$ cat src/rtl/data_mem_port.sv
// Load/store front end for a word-organised data RAM: byte/half/word requests,
// read-modify-write for sub-word stores, lane-extracted sign/zero-extended loads.
module data_mem_port (
  input  logic        clk,
  input  logic        rst_n,
  input  logic        req_valid,
  output logic        req_ready,
  input  logic        req_we,
  input  logic [1:0]  req_size,
  input  logic        req_unsigned,
  input  logic [31:0] req_addr,
  input  logic [31:0] req_wdata,
  output logic        rsp_valid,
  input  logic        rsp_ready,
  output logic [31:0] rsp_rdata,
  output logic        rsp_err,
  output logic        ram_re,
  input  logic [31:0] ram_rd,
  output logic        ram_we,
  output logic [31:0] ram_wd,
  output logic [29:0] ram_addr
);
  typedef enum logic [1:0] {IDLE, READ, WRITE, RESP} state_t;

  state_t      state_reg, state_next;
  logic        we_reg, uns_reg, err_reg;
  logic [1:0]  size_reg, lane_reg;
  logic [15:0] sub_data_reg;
  logic [29:0] addr_reg;
  logic [31:0] rdata_reg, wd_reg;

  logic        req_err;
  logic [31:0] ins_data, merged, load_val, byte_shift;
  logic [3:0]  lane_sel;
  logic [7:0]  byte_val;
  logic [15:0] half_val;

  always_comb begin
    unique case (req_size)
      2'b00:   req_err = 1'b0;
      2'b01:   req_err = req_addr[0];
      2'b10:   req_err = |req_addr[1:0];
      default: req_err = 1'b1;
    endcase
  end

  always_ff @(posedge clk or negedge rst_n) begin
    if (!rst_n) state_reg <= IDLE;
    else        state_reg <= state_next;
  end

  always_comb begin
    state_next = state_reg;
    case (state_reg)
      IDLE: if (req_valid) begin
        if (req_err)                          state_next = RESP;
        else if (req_we && req_size == 2'b10) state_next = WRITE;
        else                                  state_next = READ;
      end
      READ:    state_next = we_reg ? WRITE : RESP;
      WRITE:   state_next = RESP;
      RESP:    if (rsp_ready) state_next = IDLE;
      default: state_next = IDLE;
    endcase
  end

  always_comb begin
    req_ready = 1'b0;
    rsp_valid = 1'b0;
    ram_re    = 1'b0;
    ram_we    = 1'b0;
    case (state_reg)
      IDLE:    req_ready = 1'b1;
      READ:    ram_re    = 1'b1;
      WRITE:   ram_we    = 1'b1;
      RESP:    rsp_valid = 1'b1;
      default: ;
    endcase
  end

  // Store data replicated across lanes so each lane only needs a select, not a shift.
  assign ins_data = (size_reg == 2'b00) ? {4{sub_data_reg[7:0]}} : {2{sub_data_reg}};

  genvar gi;
  generate
    for (gi = 0; gi < 4; gi++) begin : g_lane
      assign lane_sel[gi] = (size_reg == 2'b00) ? (lane_reg == 2'(gi))
                                                : (lane_reg[1] == 1'(gi / 2));
      assign merged[gi*8 +: 8] = lane_sel[gi] ? ins_data[gi*8 +: 8] : ram_rd[gi*8 +: 8];
    end
  endgenerate

  assign byte_shift = ram_rd >> {lane_reg, 3'b000};
  assign byte_val   = byte_shift[7:0];
  assign half_val   = lane_reg[1] ? ram_rd[31:16] : ram_rd[15:0];

  always_comb begin
    case (size_reg)
      2'b00:   load_val = {{24{~uns_reg & byte_val[7]}}, byte_val};
      2'b01:   load_val = {{16{~uns_reg & half_val[15]}}, half_val};
      default: load_val = ram_rd;
    endcase
  end

  always_ff @(posedge clk or negedge rst_n) begin
    if (!rst_n) begin
      we_reg       <= 1'b0;
      uns_reg      <= 1'b0;
      err_reg      <= 1'b0;
      size_reg     <= 2'b00;
      lane_reg     <= 2'b00;
      sub_data_reg <= 16'h0;
      addr_reg     <= 30'h0;
      rdata_reg    <= 32'h0;
      wd_reg       <= 32'h0;
    end else begin
      case (state_reg)
        IDLE: if (req_valid) begin
          we_reg       <= req_we;
          uns_reg      <= req_unsigned;
          size_reg     <= req_size;
          lane_reg     <= req_addr[1:0];
          addr_reg     <= req_addr[31:2];
          sub_data_reg <= req_wdata[15:0];
          wd_reg       <= req_wdata;
          rdata_reg    <= 32'h0;
          err_reg      <= req_err;
        end
        READ: begin
          if (we_reg) wd_reg    <= merged;
          else        rdata_reg <= load_val;
        end
        default: ;
      endcase
    end
  end

  assign rsp_rdata = rdata_reg;
  assign rsp_err   = err_reg;
  assign ram_addr  = addr_reg;
  assign ram_wd    = wd_reg;
endmodule

$ cat config.mk
export PLATFORM = sky130hd
export DESIGN_NAME = data_mem_port
export DESIGN_NICKNAME = d
export VERILOG_FILES = /design/src/rtl/data_mem_port.sv
export SDC_FILE = /design/constraint.sdc
export NUM_CORES = 1
export LEC_CHECK = 0
export CORE_AREA = 2 2 108 131
export DETAILED_ROUTE_END_ITERATION = 12
export DIE_AREA = 0 0 110 133
export PLACE_DENSITY = 0.83
export SYNTH_ARGS = -nofsm -noshare
export SYNTH_HDL_FRONTEND = slang
export SYNTH_SLANG_ARGS = --single-unit
$ cat constraint.sdc
create_clock -name clk -period 2.6 [get_ports clk]
set_input_delay 0.78 -clock clk [delete_from_list [all_inputs] [get_ports clk]]
set_output_delay 0.78 -clock clk [all_outputs]
set_load 0.03 [all_outputs]
==> impl_metrics.ini <==
[timing]
fmax_ghz = 0.404
setup_viol = 0
timing_hold_violations_final = 0
fin_skew_ns = 0.00720
tightest_slew_ns = 1.24
fin_crit_sh_pct = 95.3
slew_violations = 0
finalCriticalPeriod_ns = 2.48
setup_tns_ns = 0
worst_slack_ns = 0.123
rsz0062_at_grt = false
maxSlewHeadroom_pct = 17.0

[clock_tree]
cts.repair.resized = 1
clkTransAtPathRegs_ns = 0.06
cts_setup_buffers = 0
cts_buffers = 17
cts_sinks = 119
tritoncts = yes
cts_buffer_depth = 2
cts_root_buffer = clkbuf_16
cts-hold-fix-buffers = 0
worstSkewPairLatency_ns = 0.41
htreeDepth = 4

[finish]
design_area_um2 = 8880
antenna_cells = 0
area_delta_synth_final_pct = 48.2
fill_cells = 1069
nets = 947
drive_above_1_share_pct = 8.70
final_util_pct = 66.0

[power]
power.leakage_nw = 4.01
powerDensity_nw_per_um2 = 1440
power_mw = 12.8
vdd.ir_drop.worst_mv = 0.866

[synthesis]
yosysTopAreaCellShare_pct = 49.7
async_reset_ff_share_pct = 100
ys_ff_latch = 119
yosysWarningCount = 0
ys.flop_type = dfrtp_1
synthTopCellsByArea = dfrtp_1, nand2_1, a221o_1, mux2i_1, nor2b_1
synth_nets = 744
netlist_instances = 635
yosysUniqueCellTypes = 45
ys_seq_area_share_pct = 49.7
synth-edff-count = 0
yosysTopAreaCell = dfrtp_1
netlist_area_um2 = 5990
synth.avg_cell_area_um2 = 9.44

[route]
first_pass_iters = 5
drt_iter0_drc = 432
num_vias = 5763
wl_mm = 19.5
route.detailed.drc = 0
wire_per_inst_um = 19.1
antenna_left = 0
viasPerCell = 5.64

[critical_path]
slowest_delay_ns = 0.70
path_class = register to output port
start_kind = register
path_cells = ha_1 -> clkdlybuf4s50_1
worst-path-buf-inv = 1
cp_data_required_time_ns = 1.82
ff2ff_setup_slack_ns = 0.20
cp-end-kind = output port
critical_path_arrival_ns = 1.70
cp_top_family = buffers and inverters
crit_path_max_fanout = 4
critPathSlowestCell = clkdlybuf4s50_1

[global_route]
grt_pass1_wl_mm = 30.5
antenna_found_initial = 0
grt_max_degree = 44
grt_overflow_total = 0
gr-usage-all-layers_pct = 27.4
grt_pass1_vias = 5754

[floorplanning]
start_util_pct = 44.5
pin_count = 203
dieArea_um2 = 14600
dieHeight_um = 133
core_area_um2 = 13500
die_w_um = 110
rows = 47

[run]
max_cap_violations = 0

[place]
dp_slack_ns = -0.214
gp_congestion = 0.909
dpl.hpwl_mm = 14.2
port_buffers = 202
dpl-instance-area_um2 = 8240

[min_path]
hold_class = input port to async pin

[outcome]
status = finished, final reports clean
## where the power goes
group	switching, mW	internal, mW	total (mW)
Combinational	3.97	2.88	6.84
Sequential	0.662	2.71	3.37
Clock	0.885	1.67	2.55
Total	5.51	7.25	12.8
## metal layers
metal | vias to the layer above | part of all wire (%) | track usage [%]
li1 | 2639 | - | -
met1 | 2751 | 38 | 34.1
met2 | 317 | 47 | 43.0
met3 | 56 | 9.5 | 7.44
met4 | 0 | 4.7 | 14.6
met5 | - | 0 | 0
## synthesized netlist by cell type (2+ instances only)
cell	n
a21oi_1	26
a221o_1	31
a311oi_1	6
and2b_1	2
buf_2	18
buf_4	3
buf_6	4
clkbuf_1	20
dfrtp_1	119
ha_1	5
inv_1	7
mux2i_1	24
mux4_2	2
nand2_1	201
nand2b_1	10
nand3_1	2
nand3b_1	17
nor2_1	17
nor2b_1	23
nor3_1	3
nor4b_4	2
o211ai_1	17
o21ai_0	18
o21ai_1	3
o221ai_1	9
o22a_1	14
o2bb2ai_1	2
o31ai_1	7
or3_1	7
## kinds of logic after synthesis
family                   after synthesis  synth area share, %
flip-flops                           119                 49.7
AND/OR/NAND/NOR                      290                 22.1
multiplexers                          26                 4.76
adder cells (fa/ha/maj)                5                 1.04
buffers and inverters                 52                 4.32
AO/OA/AOI/OAI                        143                 18.1
## final timing paths
path | start | to | depth (start not counted)
max reg2reg | state_reg[0]$_DFFE_PN0P_ | rsp_rdata[22]$_DFFE_PN0P_ | 6
min reg2reg | ram_addr[6]$_DFFE_PN0P_ | ram_addr[6]$_DFFE_PN0P_ | 2
max in group asynchronous | rst_n | ram_addr[19]$_DFFE_PN0P_ | 2
max | state_reg[1]$_DFFE_PN0P_ | rsp_valid | 2
min in group clk | ram_addr[6]$_DFFE_PN0P_ | ram_addr[6]$_DFFE_PN0P_ | 2
min | rst_n | rsp_rdata[19]$_DFFE_PN0P_ | 1
## per-stage QoR
stage	hold slack, ns	std cells
global placement	0.454	990
global route	0.367	1022
floorplan	0.439	635
CTS	0.344	1022
finish	0.334	1022
detailed placement	0.458	990
## cell usage in the layout (no fill, tap or decap), types with 4 or more instances in the layout
cell type	synthesis	routed
nand2_1	201	200
o21ai_0	18	18
or3_1	7	7
nand3b_1	17	17
inv_6	0	4
a311oi_1	6	6
a21oi_1	26	26
clkdlybuf4s50_1	0	198
inv_1	7	7
o211ai_1	17	17
mux2i_1	24	24
bufinv_16	0	4
o221ai_1	9	9
buf_4	3	27
clkbuf_16	0	17
nor2b_1	23	23
a221o_1	31	31
nor2_1	17	17
o31ai_1	7	7
nand2b_1	10	10
dfrtp_1	119	119
o22a_1	14	14
ha_1	5	5
## area by class of cell
class / count / area, µm² / area share (%)
sequential: 119 / 2980 / 33.5
multi-input combinational: 464 / 2770 / 31.1
timing repair buffer: 229 / 2250 / 25.4
clock buffer: 19 / 453 / 5.10
tap: 171 / 214 / 2.41
clock inverter: 13 / 193 / 2.17
inverter: 7 / 26.3 / 0.296
Note: power is estimated with default switching activity, not from simulation.
